<file path="src/rtl/mul_div_unit.sv">
// Iterative radix-2 multiply/divide unit with HI/LO result registers.
// Define MDU_EARLY_OUT_EN to let multiplies finish once the remaining multiplier bits are zero.
module mul_div_unit #(
    parameter int unsigned XLEN  = 32,
    parameter int unsigned CNT_W = 6
) (
    input  logic            clk,
    input  logic            rst,
    input  logic            start,
    input  logic [2:0]      op,
    input  logic [XLEN-1:0] a,
    input  logic [XLEN-1:0] b,
    input  logic            kill,
    output logic            busy,
    output logic            done,
    output logic            div0,
    output logic [XLEN-1:0] hi,
    output logic [XLEN-1:0] lo
);

    localparam int unsigned W2 = 2 * XLEN;

    typedef enum logic [1:0] {StIdle, StRun, StFix} state_e;

    state_e            state_q, state_d;
    logic [CNT_W-1:0]  cnt_q, cnt_d;
    logic [W2-1:0]     acc_q, acc_d;
    logic [W2-1:0]     mcand_q, mcand_d;
    logic [XLEN-1:0]   opb_q, opb_d;
    logic              is_mul_q, is_mul_d;
    logic              neg_q, neg_d;
    logic              rneg_q, rneg_d;
    logic              busy_q, busy_d;
    logic              done_q, done_d;
    logic              div0_q, div0_d;
    logic [XLEN-1:0]   hi_q, hi_d;
    logic [XLEN-1:0]   lo_q, lo_d;

    logic              sgn_op;
    logic [XLEN-1:0]   a_abs, b_abs;
    logic [W2-1:0]     mul_add;
    logic [XLEN:0]     rem_sh, div_diff;
    logic [W2-1:0]     div_next;
    logic [W2-1:0]     prod_fix;
    logic [XLEN-1:0]   quo_fix, rem_fix;
    logic              early_out;

    assign sgn_op = ~op[0];
    assign a_abs  = (sgn_op && a[XLEN-1]) ? -a : a;
    assign b_abs  = (sgn_op && b[XLEN-1]) ? -b : b;

    // Multiply: add the left-shifting multiplicand when the current multiplier LSB is set.
    assign mul_add = opb_q[0] ? mcand_q : '0;

    // Divide: acc holds {remainder, dividend/quotient}; restoring trial subtraction.
    assign rem_sh   = {acc_q[W2-1:XLEN], acc_q[XLEN-1]};
    assign div_diff = rem_sh - {1'b0, opb_q};
    assign div_next = div_diff[XLEN] ? {rem_sh[XLEN-1:0], acc_q[XLEN-2:0], 1'b0}
                                     : {div_diff[XLEN-1:0], acc_q[XLEN-2:0], 1'b1};

    assign prod_fix = neg_q ? -acc_q : acc_q;
    assign quo_fix  = neg_q ? -acc_q[XLEN-1:0] : acc_q[XLEN-1:0];
    assign rem_fix  = rneg_q ? -acc_q[W2-1:XLEN] : acc_q[W2-1:XLEN];

`ifdef MDU_EARLY_OUT_EN
    assign early_out = is_mul_q && ((opb_q >> 1) == '0);
`else
    assign early_out = 1'b0;
`endif

    always_comb begin
        state_d  = state_q;
        cnt_d    = cnt_q;
        acc_d    = acc_q;
        mcand_d  = mcand_q;
        opb_d    = opb_q;
        is_mul_d = is_mul_q;
        neg_d    = neg_q;
        rneg_d   = rneg_q;
        busy_d   = busy_q;
        done_d   = 1'b0;
        div0_d   = div0_q;
        hi_d     = hi_q;
        lo_d     = lo_q;
        unique case (state_q)
            StIdle: begin
                if (start && !kill) begin
                    if (op <= 3'd3) begin
                        state_d  = StRun;
                        busy_d   = 1'b1;
                        cnt_d    = CNT_W'(XLEN);
                        is_mul_d = ~op[1];
                        div0_d   = 1'b0;
                        opb_d    = b_abs;
                        if (!op[1]) begin
                            acc_d   = '0;
                            mcand_d = {{XLEN{1'b0}}, a_abs};
                            neg_d   = sgn_op && (a[XLEN-1] ^ b[XLEN-1]);
                            rneg_d  = 1'b0;
                        end else begin
                            acc_d   = {{XLEN{1'b0}}, a_abs};
                            mcand_d = '0;
                            // Divide by zero keeps the all-ones quotient unnegated.
                            neg_d   = sgn_op && (a[XLEN-1] ^ b[XLEN-1]) && (b != '0);
                            rneg_d  = sgn_op && a[XLEN-1];
                        end
                    end else if (op == 3'd4) begin
                        hi_d   = a;
                        done_d = 1'b1;
                        div0_d = 1'b0;
                    end else if (op == 3'd5) begin
                        lo_d   = a;
                        done_d = 1'b1;
                        div0_d = 1'b0;
                    end
                end
            end
            StRun: begin
                if (kill) begin
                    state_d = StIdle;
                    busy_d  = 1'b0;
                end else begin
                    if (is_mul_q) begin
                        acc_d   = acc_q + mul_add;
                        mcand_d = mcand_q << 1;
                        opb_d   = opb_q >> 1;
                    end else begin
                        acc_d = div_next;
                    end
                    cnt_d = cnt_q - CNT_W'(1);
                    if (cnt_q == CNT_W'(1) || early_out) begin
                        state_d = StFix;
                    end
                end
            end
            StFix: begin
                state_d = StIdle;
                busy_d  = 1'b0;
                if (!kill) begin
                    done_d = 1'b1;
                    if (is_mul_q) begin
                        hi_d = prod_fix[W2-1:XLEN];
                        lo_d = prod_fix[XLEN-1:0];
                    end else begin
                        hi_d   = rem_fix;
                        lo_d   = quo_fix;
                        div0_d = (opb_q == '0);
                    end
                end
            end
            default: begin
                state_d = StIdle;
                busy_d  = 1'b0;
            end
        endcase
    end

    always_ff @(posedge clk or negedge rst) begin
        if (!rst) begin
            state_q  <= StIdle;
            cnt_q    <= '0;
            acc_q    <= '0;
            mcand_q  <= '0;
            opb_q    <= '0;
            is_mul_q <= 1'b0;
            neg_q    <= 1'b0;
            rneg_q   <= 1'b0;
            busy_q   <= 1'b0;
            done_q   <= 1'b0;
            div0_q   <= 1'b0;
            hi_q     <= '0;
            lo_q     <= '0;
        end else begin
            state_q  <= state_d;
            cnt_q    <= cnt_d;
            acc_q    <= acc_d;
            mcand_q  <= mcand_d;
            opb_q    <= opb_d;
            is_mul_q <= is_mul_d;
            neg_q    <= neg_d;
            rneg_q   <= rneg_d;
            busy_q   <= busy_d;
            done_q   <= done_d;
            div0_q   <= div0_d;
            hi_q     <= hi_d;
            lo_q     <= lo_d;
        end
    end

    assign busy = busy_q;
    assign done = done_q;
    assign div0 = div0_q;
    assign hi   = hi_q;
    assign lo   = lo_q;

endmodule

</file>
<file path="config.mk">
export PLATFORM = sky130hd
export DESIGN_NAME = mul_div_unit
export DESIGN_NICKNAME = d
export VERILOG_FILES = /design/src/rtl/mul_div_unit.sv
export SDC_FILE = /design/constraint.sdc
export NUM_CORES = 1
export LEC_CHECK = 0
export ABC_AREA = 1
export CORE_MARGIN = 3
export CORE_UTILIZATION = 30
export DETAILED_ROUTE_END_ITERATION = 12
export PLACE_DENSITY = 0.52
export SLEW_MARGIN = 20
export SYNTH_ARGS = -nofsm -noshare
export SYNTH_HDL_FRONTEND = slang
export SYNTH_SLANG_ARGS = --single-unit
</file>
<file path="constraint.sdc">
create_clock -name clk -period 2.9 [get_ports clk]
set_clock_uncertainty 0.15 [all_clocks]
set_input_delay 0.435 -clock clk [delete_from_list [all_inputs] [get_ports clk]]
set_output_delay 0.435 -clock clk [all_outputs]
set_load 0.005 [all_outputs]
</file>
# [After elaboration in Yosys (flattened, before gate mapping)]
# Cells that the tools add are included.
[word_totals] ff_bits=238 latch_bits=0 ram_bits=0 rom_bits=0 input_bits=71 out_inout_bits=67 wordCells=127 n_memories=0
[classes] n_addsub=8 mul=0 n_div=0 order_cmp=1 eq_ne=18 shifts=0 mux=65 bitwise_logic=3 reduce_logical=19
[ops] op="2-to-1 mux 64 bit" count=11
[ops] op="2-to-1 mux 32 bit" count=21
[ops] op="one-hot mux 64 bit (2 select lines)" count=2
[ops] op="one-hot mux 32 bit (2 select lines)" count=3
[ops] op="negator 32 bit" count=4
[ops] op="adder 64 bit" count=1
[ops] op="negator 64 bit" count=1
[ops] op="subtractor 33 x 32 -> 33 bit" count=1
[ops] op="logical NOT 32 bit" count=1
[ops] op="nonzero test 32 bit" count=1
[ops] op="inequality test 2 bit, second input constant" count=11
[ops] op="2-to-1 mux 6 bit" count=3
[ops] op="2-to-1 mux 1 bit" count=16
[ops] op="AND reduction 5 bit" count=3
[ops] op="one-hot mux 6 bit (2 select lines)" count=1
[ops] op="AND reduction 3 bit" count=3
[ops] op="2-to-1 mux 2 bit" count=4
[ops] op="== test 3 bit, second input constant" count=2
[ops] op="== test 6 x 1 -> 1 bit, second input constant" count=1
[ops] op="one-hot mux 1 bit (2 select lines)" count=3
[ops] op="AND reduction 6 bit" count=1
[ops] op="subtractor 6 x 1 -> 6 bit, second input constant" count=1
[ops] op="logical AND 1 bit" count=5
[ops] op="inequality test 4 bit, second input constant" count=1
[ops] op="11 further kinds" count=13

# [Longest topological paths before layout]
[depth] ltp_word=7 depth_mapped=20 ltp_nobuf=19

# [Worst setup path after synthesis]
# Ideal clock, no wire load.
[synth_timing] kind="register to register" from="register opb_q[0]" to="register acc_q[46]" arrival_time_ps=2441 setup_slack_ps=192 path_stages_with_launch=21 path_buffers=2 cell_sequence="dfrtp_1 -> clkbuf_1 -> clkbuf_1 -> nand2_1 -> inv_1 -> ha_1 -> fa_1 -> nand3_1 -> nand3_1 -> nand2_1 -> nand2_1 -> nand2_1 -> nand2_1 -> nand2_1 -> nand2_1 -> nand2_1 -> nand2_1 -> nand2_1 -> nand3_1 -> nand3_1 -> nand2_1"
[synth_between] elab_chain_cells=5 word_cells_on_any_way=7 cone_classes="add/sub (2); mux (5)"
[synth_rtl] item="from (decl)" line="29" source="logic [XLEN-1:0] opb_q, opb_d;"
[synth_rtl] item="from (signal assigned)" line="178" source="opb_q <= opb_d;"
[synth_rtl] item="2-to-1 mux 64 bit or subtractor 33 x 32 -> 33 bit (tied branches)" line="53, 57"
[synth_rtl] item="adder 64 bit or 2-to-1 mux 64 bit (tied branches)" line="124, 58"
[synth_rtl] item="2-to-1 mux 64 bit (*)" line="123" source="if (is_mul_q) begin"
[synth_rtl] item="2-to-1 mux 64 bit (*)" line="119" source="if (kill) begin"
[synth_rtl] item="one-hot mux 64 bit (2 select lines) (*)" line="85" source="unique case (state_q)"
[synth_rtl] item="to (signal assigned)" line="162" source="acc_q <= '0;"
[synth_rtl] item="to (signal assigned)" line="176" source="acc_q <= acc_d;"
[synth_rtl] item="to (decl)" line="27" source="logic [W2-1:0] acc_q, acc_d;"
# Every way passes the cells marked *; elsewhere a longest branch is shown, timed or not. The select of a mux whose other input is x is not followed.
# A chain may end at the register's enable or synchronous reset.

# [Worst setup path in the final report]
[layout_timing] from="register opb_q[0]" to="register acc_q[50]"
# Same word-level chain as after synthesis.

==> metrics.txt <==
R2R depth=18; Hold WS=0.1986 ns; I/O pins=~140; Critical Path Start Type=register; WP data arrival=roughly 3.2 ns; grt total ovfl=0; Hold Crit Class=input pin to async pin; MaxCap Viol Count=0; syn_nets=4459; largest net degree at the start of global routing=62; R2R Setup Slk=0.07 ns; antenna viol nets, final=0; slowest stage cell, crit path=dfrtp_2; final period demand of the worst path=2.825 ns; ys flop type=dfrtp_1; port buffer count=137; Worst VDD drop=0.5270 mV; die area=85630 um2; initial core utilization=30.45%; Synth Area per Inst=5.752 um2; wire per inst=19.58 um; reg2reg start=opb_q[0]; Worst Setup End Kind=register; row cnt=approximately 100; Slew Limit Headroom=51.15%; Ys Warns=0; Power Dens Cells=1126 nW/um2; CP max FO=9; Die Wd=292.6 um; hpwl dp=90.64 mm; Max Fclk=354.0 MHz; Placed Cells incl. Taps=5631; Synth Instances=4285; Pins Over Slew Limit=0; GR Util All Layers=approximately a quarter; Layout area overhead=29.37%; # DRC=0; Die Ht=roughly 290 um; clock slew at reported path FFs=0.06 ns; Worst Max-Slew Pin Slew=0.7310 ns; sequential area share after synthesis=24.16%; synthesized area=~25000 um2; initial antenna violation count=0; status=completed; Clock Sinks=238; Worst path most repeated cell=nand2_1; vias in the first global route=26600; Finished Cell Area=31880 um2; Clk Latency, worst-skew pair=about 0.62 ns; synth unique cells=55; EDFF count, synth=0; layout cells sized above 1=15.81%; # nets final=4792; CTS tree=done; Worst Path Class, Setup=register to register; post-DR vias/cell=just over 5; initial DRC count=~2500; crit-path max cell delay=around 0.43 ns; via count=28670; dpl cell area=between 20000 and 30000 um2; CP bufs+invs=6; Core ar.=80940 um2; final hold vios=0; GP Congestion=0.9896; first-pass GRT wire length=between 150 and 200 mm; drt pass-1 iters=7; Final Cycle Share=97.42%; WP data required=approximately 3.2 ns; H-Tree Depth=1; Setup Viol. Count Final=0; RSZ-0062 raised after global routing=true; Leak=~17 nW; crit-path cells=buf_12 > clkbuf_16 > nand2_1 > inv_1 > ha_1 > buf_4 > nand2_2 > nor2_2 > buf_4 > nand2_1 > inv_1 > nand2_2 > nand2_2 > nand2_1 > nand3_1 > nand3_2 > nand3_1 > nand2_1; Crit path max-delay family=simple AND/OR/NAND/NOR gates; TritonCTS Buffers=30; Yosys reg bits=238; Total Wirelength=111.7 mm; asr flop ratio synth=100.0%; root buffer cell=clkbuf_16; post-route insts no fill=5703; reg-to-reg endpoint=acc_q[50]; Max clock buf depth=3
[through the flow]
stage | TNS, ns | setup slack, ns | power [W] | util (%)
2_1_floorplan | 0 | 0.1918 | 0.01908 | -
3_3_place_gp | -0.6653 | -0.1168 | 0.02910 | 35.89
3_5_place_dp | -0.7215 | -0.1188 | 0.02914 | 35.89
4_1_cts | 0 | 0.001914 | 0.03364 | 37.39
5_1_grt | -0.5473 | -0.05861 | 0.03855 | 39.39
6_report | 0 | 0.07487 | 0.03592 | 39.39
[power breakdown]
group	switching, W	internal, W
sequential	0.00168	0.00466
clock	0.00170	0.00250
combinational	0.0157	0.00965
[synth_stat cells, types with 3 or more instances]
| cell type | n | share of area (%) |
|---|---|---|
| buf_1 | 11 | 0.17 |
| a22oi_1 | 32 | 0.97 |
| o21a_1 | 6 | 0.18 |
| nand2_1 | 1469 | 22 |
| a21oi_2 | 3 | 0.11 |
| a21boi_1 | 7 | 0.21 |
| a21oi_1 | 208 | 4.2 |
| o21bai_1 | 5 | 0.15 |
| nand2_2 | 10 | 0.25 |
| inv_1 | 752 | 11 |
| nand3b_1 | 9 | 0.27 |
| dfrtp_1 | 238 | 24 |
| clkbuf_1 | 59 | 0.90 |
| o22ai_1 | 35 | 0.89 |
| nor2_2 | 8 | 0.20 |
| and2_1 | 10 | 0.25 |
| and3_1 | 8 | 0.20 |
| nor3_2 | 3 | 0.12 |
| buf_6 | 7 | 0.32 |
| nand3_1 | 380 | 7.7 |
| nor2_1 | 405 | 6.2 |
| inv_2 | 7 | 0.11 |
| nor2_4 | 5 | 0.23 |
| nand2_4 | 3 | 0.14 |
| a21boi_0 | 18 | 0.55 |
| buf_2 | 38 | 0.77 |
| xnor2_1 | 15 | 0.53 |
| ha_1 | 101 | 5.1 |
| a21o_1 | 8 | 0.24 |
| o21ai_0 | 151 | 3.1 |
| xor2_1 | 59 | 2.1 |
| o211ai_1 | 30 | 0.91 |
| o21ai_1 | 8 | 0.16 |
| a2bb2oi_1 | 9 | 0.32 |
| or2_2 | 22 | 0.56 |
| a31oi_1 | 24 | 0.61 |
| nor4_1 | 14 | 0.36 |
| a221oi_1 | 4 | 0.14 |
| nand4_1 | 40 | 1.0 |
| buf_4 | 8 | 0.24 |
| nor3_1 | 36 | 0.73 |
| o31ai_1 | 3 | 0.091 |
[how the worst max path moves through the flow]
stage	from	endpoint	slack (ns)	depth (start not counted)
floorplan	opb_q[0]	acc_q[46]	0.19	20
global placement	opb_q[0]	acc_q[59]	-0.12	16
detailed placement	opb_q[0]	acc_q[43]	-0.12	16
CTS	opb_q[0]	acc_q[45]	0.002	16
global route	opb_q[0]	acc_q[50]	-0.06	18
finish	opb_q[0]	acc_q[50]	0.07	18
[repair_timing]
item / CTS / global route
setup endpoints to repair: 21 / 54
setup buffers: 0 / 9
cloned: 0 / 5
pin swaps: 1 / 67
hold endpoints to repair: 70 / 0
resized for setup: 35 / 350
hold buffers: 1 / 0
[area by class of cell]
class / count / area (um2)
Fill cell: 8898 / 49050
Timing Repair Buffer: 421 / 3774
Tap cell: 1060 / 1326
Antenna cell: 1 / 2.502
Inverter: 761 / 2856
Multi-Input combinational cell: 3166 / 16890
Clock inverter: 17 / 227.7
Sequential cell: 238 / 5964
Clock buffer: 39 / 845.8
[state kept, by name (all words and copies together), names as in the netlist]
name,cells
lo,32
acc_q,64
cnt_q,6
busy,1
rneg_q,1
mcand_q,64
neg_q,1
is_mul_q,1
div0,1
opb_q,32
state_q,2
done,1
hi,32
[worst register-to-register path: cells and delay by family (launching register included)]
family | cells | cell delay, ns
adders and majority gates | 1 | 0.29
and+or+nand+nor | 11 | 1.10
DFF | 1 | 0.43
buffers and inverters | 6 | 0.77
[layer usage]
metal / up-vias / track usage (%) / share of wire [%]
met1: 13380 / 33.07 / 44
met3: 190 / 2.100 / 5.0
met2: 924 / 42.15 / 47
met4: 0 / 8.881 / 4.3
li1: 14170 / - / -
met5: - / 0 / 0
[logic make-up after synthesis]
| family | synth area share [%] |
|---|---|
| and+or+nand+nor | 40.80 |
| AOI/OAI and AO/OA | 13.12 |
| DFF | 24.16 |
| xor gates and xnor gates | 2.630 |
| buffers and inverters | 13.99 |
| adders and majority gates | 5.290 |
[layout by cell type (no fill, tap or decap), drive strengths merged, types with 25 or more instances in the layout]
master         instances
xor2                  59
clkbuf                40
a22oi                 32
dfrtp                238
nand2               1485
o21ai                161
a21boi                25
o22ai                 35
clkdlybuf4s50        136
inv                  762
a21oi                211
nand3                381
buf                  283
nand4                 41
ha                   101
nor3                  39
nor2                 418
o211ai                30
No activity file was read; power rests on OpenSTA's default activity.
